$ cat src/rtl/mips_ctrl_pkg.sv
// Shared encodings for the multi-cycle MIPS-subset control path:
// opcodes, ALU operations, ALU B-operand selects, FSM states and the
// per-state Moore control word.
package mips_ctrl_pkg;

  localparam logic [5:0] OP_RTYPE = 6'b000000;
  localparam logic [5:0] OP_LW    = 6'b000100;
  localparam logic [5:0] OP_SW    = 6'b000101;
  localparam logic [5:0] OP_ADDI  = 6'b000111;
  localparam logic [5:0] OP_SLTI  = 6'b000001;
  localparam logic [5:0] OP_BEQ   = 6'b000110;

  localparam logic [2:0] ALU_FUNCT = 3'b000;
  localparam logic [2:0] ALU_SUB   = 3'b001;
  localparam logic [2:0] ALU_SLT   = 3'b010;
  localparam logic [2:0] ALU_ADD   = 3'b011;

  localparam logic [1:0] SRCB_RT    = 2'b00;
  localparam logic [1:0] SRCB_FOUR  = 2'b01;
  localparam logic [1:0] SRCB_IMM   = 2'b10;
  localparam logic [1:0] SRCB_IMMSH = 2'b11;

  typedef enum logic [3:0] {
    S_IDLE     = 4'd0,
    S_FETCH    = 4'd1,
    S_DECODE   = 4'd2,
    S_EXEC_R   = 4'd3,
    S_WB_R     = 4'd4,
    S_EXEC_I   = 4'd5,
    S_WB_I     = 4'd6,
    S_MEM_ADDR = 4'd7,
    S_MEM_RD   = 4'd8,
    S_WB_MEM   = 4'd9,
    S_MEM_WR   = 4'd10,
    S_BRANCH   = 4'd11,
    S_ILLEGAL  = 4'd12,
    S_ERROR    = 4'd13
  } state_e;

  // Control bits that depend only on the state (plus opcode for addi/slti).
  // Strobes gated by memReady are built separately in the top.
  typedef struct packed {
    logic       pc_write_cond;
    logic       ior_d;
    logic       mem_read;
    logic       mem_write;
    logic       mem_to_reg;
    logic       reg_dst;
    logic       reg_write;
    logic       alu_src_a;
    logic [1:0] alu_src_b;
    logic [2:0] alu_op;
    logic       pc_source;
    logic       retire;
    logic       illegal;
    logic       error;
  } ctrl_t;

  function automatic ctrl_t ctrl_decode(input state_e st, input logic [5:0] op);
    ctrl_t c;
    c = '0;
    case (st)
      S_FETCH: begin
        c.mem_read  = 1'b1;
        c.alu_src_b = SRCB_FOUR;
        c.alu_op    = ALU_ADD;
      end
      S_DECODE: begin
        c.alu_src_b = SRCB_IMMSH;
        c.alu_op    = ALU_ADD;
      end
      S_EXEC_R: begin
        c.alu_src_a = 1'b1;
        c.alu_src_b = SRCB_RT;
        c.alu_op    = ALU_FUNCT;
      end
      S_WB_R: begin
        c.reg_dst   = 1'b1;
        c.reg_write = 1'b1;
        c.retire    = 1'b1;
      end
      S_EXEC_I: begin
        c.alu_src_a = 1'b1;
        c.alu_src_b = SRCB_IMM;
        c.alu_op    = (op == OP_SLTI) ? ALU_SLT : ALU_ADD;
      end
      S_WB_I: begin
        c.reg_write = 1'b1;
        c.retire    = 1'b1;
      end
      S_MEM_ADDR: begin
        c.alu_src_a = 1'b1;
        c.alu_src_b = SRCB_IMM;
        c.alu_op    = ALU_ADD;
      end
      S_MEM_RD: begin
        c.mem_read = 1'b1;
        c.ior_d    = 1'b1;
      end
      S_WB_MEM: begin
        c.mem_to_reg = 1'b1;
        c.reg_write  = 1'b1;
        c.retire     = 1'b1;
      end
      S_MEM_WR: begin
        c.mem_write = 1'b1;
        c.ior_d     = 1'b1;
      end
      S_BRANCH: begin
        c.alu_src_a     = 1'b1;
        c.alu_src_b     = SRCB_RT;
        c.alu_op        = ALU_SUB;
        c.pc_write_cond = 1'b1;
        c.pc_source     = 1'b1;
        c.retire        = 1'b1;
      end
      S_ILLEGAL: c.illegal = 1'b1;
      S_ERROR:   c.error   = 1'b1;
      default:   c = '0;
    endcase
    return c;
  endfunction

endpackage

$ cat src/rtl/mem_wait_timer.sv
// Counts memReady-low cycles in a memory state and flags when the
// count has reached the limit. MEM_TIMEOUT = 0 disables the flag.
module mem_wait_timer #(
  parameter int MEM_TIMEOUT = 16
) (
  input  logic clk,
  input  logic rst_n,
  input  logic clear,
  input  logic enable,
  output logic timeout
);

  localparam int WAIT_W = (MEM_TIMEOUT > 0) ? $clog2(MEM_TIMEOUT + 1) : 1;
  localparam logic [WAIT_W-1:0] LIMIT = WAIT_W'(MEM_TIMEOUT);
  localparam logic TIMER_ON = (MEM_TIMEOUT > 0);

  logic [WAIT_W-1:0] wait_cnt_r;

  // Wait counter: cleared on every state change, saturates at the limit.
  always_ff @(posedge clk or negedge rst_n) begin
    if (!rst_n) begin
      wait_cnt_r <= '0;
    end else if (clear) begin
      wait_cnt_r <= '0;
    end else if (enable && (wait_cnt_r != LIMIT)) begin
      wait_cnt_r <= wait_cnt_r + {{(WAIT_W-1){1'b0}}, 1'b1};
    end else begin
      wait_cnt_r <= wait_cnt_r;
    end
  end

  assign timeout = TIMER_ON && (wait_cnt_r == LIMIT);

endmodule

$ cat src/rtl/multicycle_control_fsm.sv
// Multi-cycle sequencer for the MIPS-subset datapath. Moore control word
// is registered from the next state; irWrite/pcWrite in FETCH and the
// store-completion retire pulse are qualified by memReady.
module multicycle_control_fsm
  import mips_ctrl_pkg::*;
#(
  parameter int MEM_TIMEOUT = 16,
  parameter int CNT_W       = 32
) (
  input  logic             clk,
  input  logic             rstN,
  input  logic [5:0]       opCode,
  input  logic             zero,
  input  logic             memReady,
  output logic             pcWrite,
  output logic             pcWriteCond,
  output logic             iorD,
  output logic             irWrite,
  output logic             memRead,
  output logic             memWrite,
  output logic             memToReg,
  output logic             regDestination,
  output logic             regWrite,
  output logic             aluSrcA,
  output logic [1:0]       aluSrcB,
  output logic [2:0]       aluOpcode,
  output logic             pcSource,
  output logic             instrRetired,
  output logic             illegalOp,
  output logic             error,
  output logic [CNT_W-1:0] retiredCount
);

  state_e           state_r;
  state_e           nxt_state_s;
  ctrl_t            ctrl_r;
  logic [CNT_W-1:0] retired_count_r;
  logic             in_mem_s;
  logic             timeout_s;
  logic             fetch_done_s;
  logic             retire_s;
  logic             unused_zero;

  // The zero flag gates the PC load in the datapath, not the sequencing.
  assign unused_zero = zero;

  assign in_mem_s     = (state_r == S_FETCH) || (state_r == S_MEM_RD) || (state_r == S_MEM_WR);
  assign fetch_done_s = (state_r == S_FETCH) && memReady;
  assign retire_s     = ctrl_r.retire || ((state_r == S_MEM_WR) && memReady);

  mem_wait_timer #(
    .MEM_TIMEOUT (MEM_TIMEOUT)
  ) u_wait_timer (
    .clk     (clk),
    .rst_n   (rstN),
    .clear   (nxt_state_s != state_r),
    .enable  (in_mem_s && !memReady),
    .timeout (timeout_s)
  );

  // Next-state selection; memory states leave on memReady or on timeout.
  always_comb begin
    nxt_state_s = state_r;
    case (state_r)
      S_IDLE:   nxt_state_s = S_FETCH;
      S_FETCH: begin
        if (memReady)       nxt_state_s = S_DECODE;
        else if (timeout_s) nxt_state_s = S_ERROR;
        else                nxt_state_s = S_FETCH;
      end
      S_DECODE: begin
        case (opCode)
          OP_RTYPE:        nxt_state_s = S_EXEC_R;
          OP_LW, OP_SW:    nxt_state_s = S_MEM_ADDR;
          OP_ADDI, OP_SLTI: nxt_state_s = S_EXEC_I;
          OP_BEQ:          nxt_state_s = S_BRANCH;
          default:         nxt_state_s = S_ILLEGAL;
        endcase
      end
      S_EXEC_R:   nxt_state_s = S_WB_R;
      S_WB_R:     nxt_state_s = S_FETCH;
      S_EXEC_I:   nxt_state_s = S_WB_I;
      S_WB_I:     nxt_state_s = S_FETCH;
      S_MEM_ADDR: nxt_state_s = (opCode == OP_LW) ? S_MEM_RD : S_MEM_WR;
      S_MEM_RD: begin
        if (memReady)       nxt_state_s = S_WB_MEM;
        else if (timeout_s) nxt_state_s = S_ERROR;
        else                nxt_state_s = S_MEM_RD;
      end
      S_WB_MEM:   nxt_state_s = S_FETCH;
      S_MEM_WR: begin
        if (memReady)       nxt_state_s = S_FETCH;
        else if (timeout_s) nxt_state_s = S_ERROR;
        else                nxt_state_s = S_MEM_WR;
      end
      S_BRANCH:   nxt_state_s = S_FETCH;
      S_ILLEGAL:  nxt_state_s = S_FETCH;
      S_ERROR:    nxt_state_s = S_ERROR;
      default:    nxt_state_s = S_IDLE;
    endcase
  end

  // State, registered control word and retired-instruction counter.
  always_ff @(posedge clk or negedge rstN) begin
    if (!rstN) begin
      state_r         <= S_IDLE;
      ctrl_r          <= '0;
      retired_count_r <= '0;
    end else begin
      state_r <= nxt_state_s;
      ctrl_r  <= ctrl_decode(nxt_state_s, opCode);
      if (retire_s) begin
        retired_count_r <= retired_count_r + {{(CNT_W-1){1'b0}}, 1'b1};
      end else begin
        retired_count_r <= retired_count_r;
      end
    end
  end

  assign pcWrite        = fetch_done_s;
  assign irWrite        = fetch_done_s;
  assign pcWriteCond    = ctrl_r.pc_write_cond;
  assign iorD           = ctrl_r.ior_d;
  assign memRead        = ctrl_r.mem_read;
  assign memWrite       = ctrl_r.mem_write;
  assign memToReg       = ctrl_r.mem_to_reg;
  assign regDestination = ctrl_r.reg_dst;
  assign regWrite       = ctrl_r.reg_write;
  assign aluSrcA        = ctrl_r.alu_src_a;
  assign aluSrcB        = ctrl_r.alu_src_b;
  assign aluOpcode      = ctrl_r.alu_op;
  assign pcSource       = ctrl_r.pc_source;
  assign instrRetired   = retire_s;
  assign illegalOp      = ctrl_r.illegal;
  assign error          = ctrl_r.error;
  assign retiredCount   = retired_count_r;

endmodule

$ cat config.mk
export PLATFORM = sky130hd
export DESIGN_NAME = multicycle_control_fsm
export DESIGN_NICKNAME = d
export VERILOG_FILES = /design/src/rtl/mips_ctrl_pkg.sv /design/src/rtl/mem_wait_timer.sv /design/src/rtl/multicycle_control_fsm.sv
export SDC_FILE = /design/constraint.sdc
export NUM_CORES = 1
export LEC_CHECK = 0
export BUFFER_PORTS_ARGS = -buffer_cell sky130_fd_sc_hd__buf_2
export CAP_MARGIN = 20
export CORE_MARGIN = 8
export CORE_UTILIZATION = 55
export DETAILED_ROUTE_END_ITERATION = 6
export HOLD_SLACK_MARGIN = 0.12
export PLACE_DENSITY = 0.84
export SLEW_MARGIN = 20
export SYNTH_ARGS = -nofsm -noshare
export SYNTH_HDL_FRONTEND = slang
export SYNTH_HIERARCHICAL = 1
export SYNTH_SLANG_ARGS = --single-unit
$ cat constraint.sdc
create_clock -name clk -period 7.3 [get_ports clk]
set_clock_uncertainty 0.2 [all_clocks]
set_input_delay 1.095 -clock clk [delete_from_list [all_inputs] [get_ports clk]]
set_output_delay 1.095 -clock clk [all_outputs]
set_load 0.01 [all_outputs]
[After elaboration in Yosys (flattened, before gate mapping)]
Cells that the tools add are included.
Cells by class
  $add $sub $neg: 2
  multiplexer cells: 24
  equality and inequality tests: 34
  reductions and logical operators: 19
Operator list (number)
  4-bit == test, second input constant: 12
  4-bit one-hot mux with 9 select lines: 1
  32-bit by 1-bit adder with 32-bit output, second input constant: 1
  4-bit by 3-bit == test with 1-bit output, second input constant: 8
  5-bit one-hot mux with 5 select lines: 1
  6-bit by 3-bit == test with 1-bit output, second input constant: 4
  4-bit by 2-bit == test with 1-bit output, second input constant: 4
  4-bit one-hot mux with 4 select lines: 1
  1-bit 2-to-1 mux: 12
  4-bit 2-to-1 mux: 3
  5-bit 2-to-1 mux: 2
  3-bit 2-to-1 mux: 3
  4-bit by 1-bit == test with 1-bit output, second input constant: 2
  2-bit OR reduction: 4
  4-bit OR reduction: 2
  6-bit by 1-bit == test with 1-bit output, second input constant: 1
  6-bit zero test: 1
  6-bit OR reduction: 1
  5-bit by 1-bit adder with 5-bit output, second input constant: 1
  5-bit == test, second input constant: 1
  5-bit inequality test, second input constant: 1
  1-bit logical AND: 4
  4-bit zero test: 1
  4-bit inequality test: 1
  other kinds (5): 7
Storage, ports and cells
  word-level logic and storage cells: 95
  input bits: 10
  register bits after elaboration: 57

[Logic depth before layout (Yosys ltp)]
Gate-level depths: netlist (run 1).
  depth in word-level cells: 7
  depth in mapped cells: 11
  mapped depth without buffers: 11

[By module]
Netlist (run 1), hierarchy kept.
By module, submodules not included
  multicycle_control_fsm: area an instance 2542.4 um^2, times used 1, cells an instance 241, sequential area each 1276.2 um^2
  mem_wait_timer: area an instance 280.3 um^2, times used 1, cells an instance 27, sequential area each 125.1 um^2

[Worst setup path before layout (run 1)]
Ideal clock, no wire load.
  path type: input-to-reg
  start: in opCode[3]
  end: reg ctrl_r (netlist bit aluOpcode[0])
  arrival: 2.803 ns
  stages: 7
  setup slack: 4.163 ns
  data required time: 6.966 ns
  path through: or3_1 buf_2 or4_4 a311oi_4 inv_2 mux2i_1 o211ai_1
On the way
  longest elaborated chain between the ends: 6
  elaborated cells between the ends (all ways): 18
  classes of those cells: 10 x eq/ne; 5 x mux; 3 x reduce/logical
RTL lines
  start: declaration: RTL line multicycle_control_fsm.sv:12  | input logic [5:0] opCode,
  6-bit by 1-bit == test with 1-bit output or 6-bit by 3-bit == test with 1-bit output (tied branches): RTL line multicycle_control_fsm.sv:72  | case (opCode)
  2-bit OR reduction: RTL line multicycle_control_fsm.sv:72
  4-bit one-hot mux with 4 select lines *: RTL line multicycle_control_fsm.sv:72
  4-bit one-hot mux with 9 select lines *: RTL line multicycle_control_fsm.sv:64  | case (state_r)
  named net nxt_state_s[2]: RTL line multicycle_control_fsm.sv:35  | state_e nxt_state_s;
  4-bit == test, or another cell as far along: RTL line mips_ctrl_pkg.sv:62  | case (st)
  5-bit one-hot mux with 5 select lines *: RTL line mips_ctrl_pkg.sv:62
  end signal: assignment: RTL line multicycle_control_fsm.sv:111  | ctrl_r <= ctrl_decode(nxt_state_s, opCode);
  end: declaration: RTL line multicycle_control_fsm.sv:36  | ctrl_t ctrl_r;
The timed path passes the listed nets; every way through them passes the cells marked *.
A chain may end at the register's enable or synchronous reset.

[Final worst setup path (run 1)]
  start: in memReady
  end: out instrRetired
On the way
  longest elaborated chain between the ends: 2
RTL lines
  start: declaration: RTL line multicycle_control_fsm.sv:14  | input logic memReady,
  1-bit logical AND: RTL line multicycle_control_fsm.sv:49  | assign retire_s = ctrl_r.retire || ((state_r == S_MEM_WR) && memReady);
  1-bit logical OR: RTL line multicycle_control_fsm.sv:49
  end: declaration: RTL line multicycle_control_fsm.sv:28  | output logic instrRetired,
No other way between the ends.

==> results of run 1 <==
final cells by class:
class / instances / area [um2] / area share, %
sequential: 56 / 1400 / 43.9
multi-input combinational: 182 / 1230 / 38.5
timing repair buffer: 59 / 298 / 9.33
clock buffer: 6 / 82.6 / 2.59
tap: 70 / 87.6 / 2.75
inverter: 14 / 52.6 / 1.65
clock inverter: 2 / 38.8 / 1.22
cell usage in the layout (no fill, tap or decap), drive strengths merged, types with 3 or more instances in the layout:
| cell type | netlist | final |
|---|---|---|
| a21oi | 5 | 5 |
| dfrtp | 56 | 56 |
| o21ai | 6 | 6 |
| clkbuf | 5 | 6 |
| nand2b | 3 | 3 |
| nand4 | 7 | 7 |
| nor2 | 20 | 20 |
| or3 | 4 | 4 |
| and3 | 5 | 5 |
| nor3 | 12 | 12 |
| nand3 | 18 | 18 |
| buf | 11 | 59 |
| nand2 | 18 | 18 |
| xnor2 | 22 | 22 |
| ha | 3 | 3 |
| xor2 | 15 | 15 |
| nor4 | 4 | 4 |
| inv | 13 | 13 |
| or2b | 3 | 3 |
worst reg2reg max path, delay by kind of cell, from the launching register on:
family / cells / cell delay [ps]
mux: 1 / 260
simple gates: 4 / 1420
xor+xnor: 1 / 90
compound gates: 1 / 320
flops: 1 / 530
per-layer routing:
layer / vias to the layer above / track usage (%) / part of all wire (%)
li1: 1009 / - / -
met2: 59 / 25.1 / 50
met4: 0 / 4.22 / 1.3
met5: - / 0 / 0
met3: 8 / 4.13 / 7.6
met1: 1006 / 18.0 / 42
sequential cells by signal (all words and copies together), names as in the netlist:
| signal | flops |
|---|---|
| retiredCount | 32 |
| u_wait_timer/wait_cnt_r | 5 |
| state_r | 4 |
| aluOpcode | 2 |
| aluSrcB | 2 |
| aluSrcA | 1 |
| ctrl_r | 1 |
| error | 1 |
| illegalOp | 1 |
| iorD | 1 |
| memRead | 1 |
| memToReg | 1 |
| memWrite | 1 |
| pcSource | 1 |
| regDestination | 1 |
| regWrite | 1 |
through the flow:
step	std cells	hold WS, ps
2_1_floorplan	268	305
3_5_place_dp	381	281
5_1_grt	389	312
6_report	389	297
3_3_place_gp	381	254
4_1_cts	389	295
cell families (layout without fill, tap and decap cells):
group / count (synthesis) / count (layout)
mux: 3 / 3
compound gates: 25 / 25
simple gates: 113 / 113
flops: 56 / 56
buf+inv: 30 / 81
fa+ha+maj: 3 / 3
xor+xnor: 37 / 37
other cells: 1 / 1
final timing paths:
kind	endpoint	startpoint	cells after the start	slack (ps)
hold reg to reg	retiredCount[31]$_DFFE_PN0P_	retiredCount[31]$_DFFE_PN0P_	1	300
setup / recovery	instrRetired	memReady	4	3890
hold / removal	retiredCount[31]$_DFFE_PN0P_	retiredCount[31]$_DFFE_PN0P_	1	300
min in group asynchronous	retiredCount[7]$_DFFE_PN0P_	rstN	2	700
max in group asynchronous	retiredCount[0]$_DFFE_PN0P_	rstN	2	5750
setup reg to reg	u_wait_timer/wait_cnt_r[0]$_DFFE_PN0P_	state_r[0]$_DFF_PN0_	7	4370
power groups by stage:
stage | logic (mW) | registers, mW | clock network [mW]
2_1_floorplan | 0.256 | 0.399 | 0
3_3_place_gp | 0.293 | 0.412 | 0
3_5_place_dp | 0.300 | 0.415 | 0
4_1_cts | 0.303 | 0.409 | 0.213
5_1_grt | 0.335 | 0.418 | 0.225
6_report | 0.299 | 0.410 | 0.210
==> impl_metrics.json, run 1 <==
{
  "status": "completed",
  "synth-xor-area-share_pct": 11.5,
  "die_area_um2": 7680,
  "synth_top_area_cell": "dfrtp_1",
  "placed_area_um2": 3070,
  "path_delay_family": "buffers and inverters",
  "max_freq_mhz": 293,
  "netlist.area_leader.share_pct": 49.6,
  "finalSetupViolCount": 0,
  "final.setup.worst_slack_ps": 3890,
  "power.share.clock_pct": 22.8,
  "area_growth_pct": 13.0,
  "clk_pin_slew_ps": 100,
  "grt_pass1_wl_um": 9090,
  "coreArea_um2": 5040,
  "grt_overflow_total": 0,
  "synth_nets": 281,
  "die_y_um": 87.6,
  "yosysMostFrequentCell": "dfrtp_1",
  "initial_utilization_pct": 56.0,
  "numCtsBuffers": 5,
  "period_needed_ps": 3410,
  "critical_path.slowest_cell": "a31oi_1",
  "sequentialPowerShare_pct": 44.6,
  "min_path_type": "flip-flop to flip-flop",
  "drt-vias-per-instance": 5.35,
  "crit_path_frequent_cell": "buf_2",
  "avgSynthCellArea_um2": 10.5,
  "finalMaxSlewViolations": 0,
  "postCtsSetupBuffers": 0,
  "fp-row-count": 26,
  "totalWireLength_um": 5550,
  "synth_edf_count": 0,
  "dp_slack_ps": 3890,
  "power_density_nw_per_um2": 288,
  "antenna_found_initial": 0,
  "synth_top_family_by_area": "simple AND/OR/NAND/NOR gates",
  "rsz0062_at_grt": "no",
  "path_max_fanout": 9,
  "portBuffers": 58,
  "cts_max_path_buffers": 2,
  "netlist_top_cells_count": "dfrtp_1, xnor2_1, nor2_1, nand3_1, nand2_1",
  "cts_sinks": 56,
  "syn_area_um2": 2820,
  "ctsHtreeMaxLevel": 2,
  "cts_tree": "done",
  "worstSetupStartpointType": "input port",
  "synth_area_leaders": "dfrtp_1, xnor2_1, xor2_1",
  "arrival_ps": 2120,
  "drt_iter0_markers": 64,
  "total_power_mw": 0.918,
  "place.gp.congestion": 0.804,
  "crit_chain": "buf_2, a31oi_1, inv_1, buf_2",
  "end_kind": "primary output",
  "postCtsHoldBufs": 0,
  "synth_compound_area_share_pct": 6.78,
  "cp_num_buf_inv": 3,
  "fin_crit_sh_pct": 46.7,
  "vdd_drop_max_v": 0.000260,
  "async_flop_share_pct": 100,
  "synth_cells": 268,
  "power.switching_mw": 0.326,
  "nNetsFinal": 331,
  "die_x_um": 87.6,
  "combPwrFrac_pct": 32.5,
  "max_stage_delay_ps": 460,
  "num_io_pins": 61,
  "worstPathRequired_ps": 6000,
  "synthAdderAreaFrac_pct": 1.33,
  "cts_root_buffer": "clkbuf_8",
  "yosysSeqAreaShare_pct": 49.6,
  "ys_ff_latch": 56,
  "fillers": 412,
  "ys.flop_type": "dfrtp_1",
  "vias": 2082,
  "wl_per_cell_um": 14.3,
  "intPower_mw": 0.592,
  "hpwl_um": 4160,
  "grt_max_degree": 57,
  "post_cts_resized": 0,
  "tightest_slew_ps": 932,
  "maxCapViolCount": 0,
  "first_global_vias": 1969,
  "drc_errors": 0,
  "switching_share_pct": 35.5,
  "path_class": "input port to primary output",
  "detail-route-antenna-nets": 0,
  "finalHoldViolations": 0,
  "synth_mux_area_share_pct": 1.11,
  "leakage_nw": 1.58,
  "relSlewSlack_pct": 37.3,
  "track_usage_pct": 14.9,
  "design_area_um2": 3190,
  "ys_warn_count": 6,
  "first_pass_iters": 4,
  "tns_ps": 0,
  "post-route-util_pct": 63.3,
  "synth_simple_gate_area_share_pct": 22.7,
  "drive_gt1_share_pct": 26.3,
  "yosysUniqueCellTypes": 60,
  "clk_latency_ps": 310,
  "antennaDiodeCount": 0
}
No activity file was read; power rests on OpenSTA's default activity.
==> inputs of run 2 (changes only) <==
ABC_AREA = 1   (was unset)
CORE_UTILIZATION = 50   (was 55)
PLACE_DENSITY = 0.79   (was 0.84)
clock period = 2.8 ns   (was 7.3 ns; I/O delays follow)
==> run 2 against run 1 <==
  * First-iteration DRC count up 25%
  * Synthesized cell count rose by 46%
  * Sequential power increased by 97%
  * Non-clock buffer count grew 7
  * Largest cell class is now multi-input gates
  * Highest routed layer unchanged
==> impl_metrics.json, run 2 <==
{
  "num_io_pins": 61,
  "end_kind": "flip-flop",
  "path_max_fanout": 6,
  "hp-start": "retiredCount[28]$_DFFE_PN0P_",
  "syn_area_um2": 3180,
  "switching_share_pct": 22.0,
  "drt_iter0_markers": 80,
  "fp-row-count": 29,
  "hold_path_end": "retiredCount[28]$_DFFE_PN0P_",
  "coreArea_um2": 6240,
  "first_pass_iters": 4,
  "initial_utilization_pct": 51.0,
  "drt-vias-per-instance": 4.99,
  "vias": 2660,
  "intPower_mw": 1.02,
  "die_x_um": 95.8,
  "path_class": "flip-flop to flip-flop",
  "total_power_mw": 1.30,
  "die_y_um": 95.8,
  "power_density_nw_per_um2": 356,
  "netlist.area_leader.share_pct": 44.0,
  "fin_crit_sh_pct": 89.4,
  "min_path_cells": 1,
  "sequentialPowerShare_pct": 61.9,
  "combPwrFrac_pct": 2.8,
  "max_stage_delay_ps": 400,
  "synth_edf_count": 0,
  "async_flop_share_pct": 100,
  "drc_errors": 0,
  "reg2reg_from": "u_wait_timer/wait_cnt_r[0]$_DFFE_PN0P_",
  "arrival_ps": 2500,
  "cts_max_path_buffers": 2,
  "ys_warn_count": 6,
  "antenna_found_initial": 0,
  "ctsHtreeMaxLevel": 2,
  "synth_nets": 405,
  "final_common_cell": "nand2_1",
  "power.share.clock_pct": 35.3,
  "worstPathRequired_ps": 2800,
  "final_cell_mix": "nand2_1, buf_2, dfrtp_1, inv_1, nor2_1",
  "synth_top_area_cell": "dfrtp_1",
  "tns_ps": 0,
  "synth_area_leaders": "dfrtp_1, nand2_1, inv_1",
  "fillers": 575,
  "wl_per_cell_um": 12.8,
  "first_global_vias": 2571,
  "power.switching_mw": 0.287,
  "maxCapViolCount": 0,
  "tightest_slew_ps": 539,
  "crit_path_frequent_cell": "nand2_1",
  "finalSetupViolCount": 0,
  "ff2ff_setup_slack_ps": 300,
  "yosysSeqAreaShare_pct": 44.0,
  "ys.flop_type": "dfrtp_1",
  "status": "completed",
  "place.gp.congestion": 0.880,
  "yosysMostFrequentCell": "nand2_1",
  "vdd_drop_max_v": 0.000247,
  "min_path_type": "flip-flop to flip-flop",
  "finalMaxSlewViolations": 0,
  "netlist_top_cells_count": "nand2_1, dfrtp_1, inv_1, nor2_1, nand3_1",
  "synth_cells": 392,
  "period_needed_ps": 2500,
  "r2r_end": "u_wait_timer/wait_cnt_r[3]$_DFFE_PN0P_",
  "drive_gt1_share_pct": 25.4,
  "whs_ps": 300,
  "largest_reg_flops": 32,
  "crit_chain": "inv_1, ha_1, nand2_1, inv_1, nand2_2, inv_1, inv_1, nand2_1, nand2_1, nand3_1, nor2_2, nand2_2, xor2_1, nor2_1, nand3_2, bufinv_8, nand2_4, nand2_1, nand2_1",
  "worstSetupStartpointType": "flip-flop",
  "hpwl_um": 5400,
  "multi_input_area_um2": 1500,
  "ys_ff_latch": 56,
  "rsz0062_at_grt": "no",
  "finalHoldViolations": 0,
  "cts_tree": "done",
  "max_freq_mhz": 400,
  "portBuffers": 58,
  "seq_area_um2": 1400,
  "grt_max_degree": 33,
  "detail-route-antenna-nets": 0,
  "leakage_nw": 1.98,
  "area_growth_pct": 15.1,
  "numCtsBuffers": 5,
  "clk_pin_slew_ps": 100,
  "cts_root_buffer": "clkbuf_8",
  "totalWireLength_um": 6830,
  "track_usage_pct": 15.4,
  "critical_path.slowest_cell": "dfrtp_1",
  "avgSynthCellArea_um2": 8.12,
  "antennaDiodeCount": 0,
  "grt_overflow_total": 0,
  "clk_latency_ps": 310,
  "yosysUniqueCellTypes": 35,
  "nNetsFinal": 468,
  "relSlewSlack_pct": 64.1,
  "die_area_um2": 9170,
  "cts_sinks": 56,
  "r2r_cells": 19,
  "grt_pass1_wl_um": 11300
}
-- run 2: cell types whose count changed in the layout (fill, tap and decap cells not counted), moves of 8 or more --
cell / before / now
nand2_2: 1 / 9
nor2_1: 20 / 43
nand3_1: 18 / 28
nand4_1: 7 / 16
inv_1: 12 / 50
nand2_1: 17 / 93
nor2_2: 0 / 11
xnor2_1: 22 / 10
-- run 2: worst max-delay path by stage --
stage / end / slack (ps) / cells past startpoint / from
after CTS: u_wait_timer/wait_cnt_r[3]$_DFFE_PN0P_ / 170 / 19 / u_wait_timer/wait_cnt_r[0]$_DFFE_PN0P_
after global placement: u_wait_timer/wait_cnt_r[3]$_DFFE_PN0P_ / 270 / 19 / u_wait_timer/wait_cnt_r[0]$_DFFE_PN0P_
final: u_wait_timer/wait_cnt_r[3]$_DFFE_PN0P_ / 300 / 19 / u_wait_timer/wait_cnt_r[0]$_DFFE_PN0P_
after detailed placement: u_wait_timer/wait_cnt_r[3]$_DFFE_PN0P_ / 190 / 19 / u_wait_timer/wait_cnt_r[0]$_DFFE_PN0P_
after global routing: u_wait_timer/wait_cnt_r[3]$_DFFE_PN0P_ / 5 / 19 / u_wait_timer/wait_cnt_r[0]$_DFFE_PN0P_
after floorplan: u_wait_timer/wait_cnt_r[3]$_DFFE_PN0P_ / 490 / 19 / u_wait_timer/wait_cnt_r[0]$_DFFE_PN0P_
-- run 2: stage by stage --
step / cell area [um2] / instances / util [%] / worst slack (ps)
floorplan: 3180 / 392 / - / 493
global placement: 3510 / 519 / 56.2 / 267
detailed placement: 3510 / 519 / 56.2 / 193
CTS: 3620 / 528 / 58.0 / 175
global route: 3660 / 533 / 58.7 / 5.06
finish: 3660 / 533 / 58.7 / 298
-- run 2: power by group through the flow --
stage                     Combinational, mW  Sequential [mW]  Clock, mW
after global placement               0.0355            0.824          0
after CTS                            0.0382            0.808      0.477
after floorplan                      0.0108            0.824          0
after global routing                 0.0440            0.808      0.516
final                                0.0366            0.808      0.460
after detailed placement             0.0370            0.824          0
-- run 2: repair_timing --
action	in CTS	in global routing
hold endpoints to repair	24	0
hold buffers	1	0
setup endpoints to repair	0	5
gates resized for setup	0	2
setup buffers	0	5
-- run 2: cell families after synthesis --
| logic type | synth area share, % |
|---|---|
| AND/OR/NAND/NOR | 34.4 |
| buffers and inverters | 9.01 |
| flip-flops | 44.0 |
| XOR/XNOR | 8.26 |
| AO/OA/AOI/OAI | 2.67 |
| adder cells (fa/ha/maj) | 1.18 |
| other | 0.118 |
| multiplexers | 0.354 |
-- run 2: metal layers --
layer	up-vias	part of all wire (%)	global-route usage [%]	wire [um]
met2	62	49	26.4	3360
met5	-	0	0	0
met3	18	5.6	3.04	383
met1	1222	42	18.2	2870
met4	0	3.2	7.30	218
li1	1358	-	-	-
-- run 2: critical path: cells and delay by family, from the launching register on --
| kind | cells | cell delay (ps) |
|---|---|---|
| and+or+nand+nor | 12 | 950 |
| adders and majority gates | 1 | 200 |
| DFF | 1 | 400 |
| xor gates and xnor gates | 1 | 150 |
| buffers and inverters | 5 | 480 |
-- run 2: final cells by class --
type / instances / area share, %
inverter: 53 / 5.81
tap: 77 / 2.63
multi-input combinational: 273 / 41.0
sequential: 56 / 38.3
timing repair buffer: 66 / 9.63
clock inverter: 2 / 0.410
clock buffer: 6 / 2.25
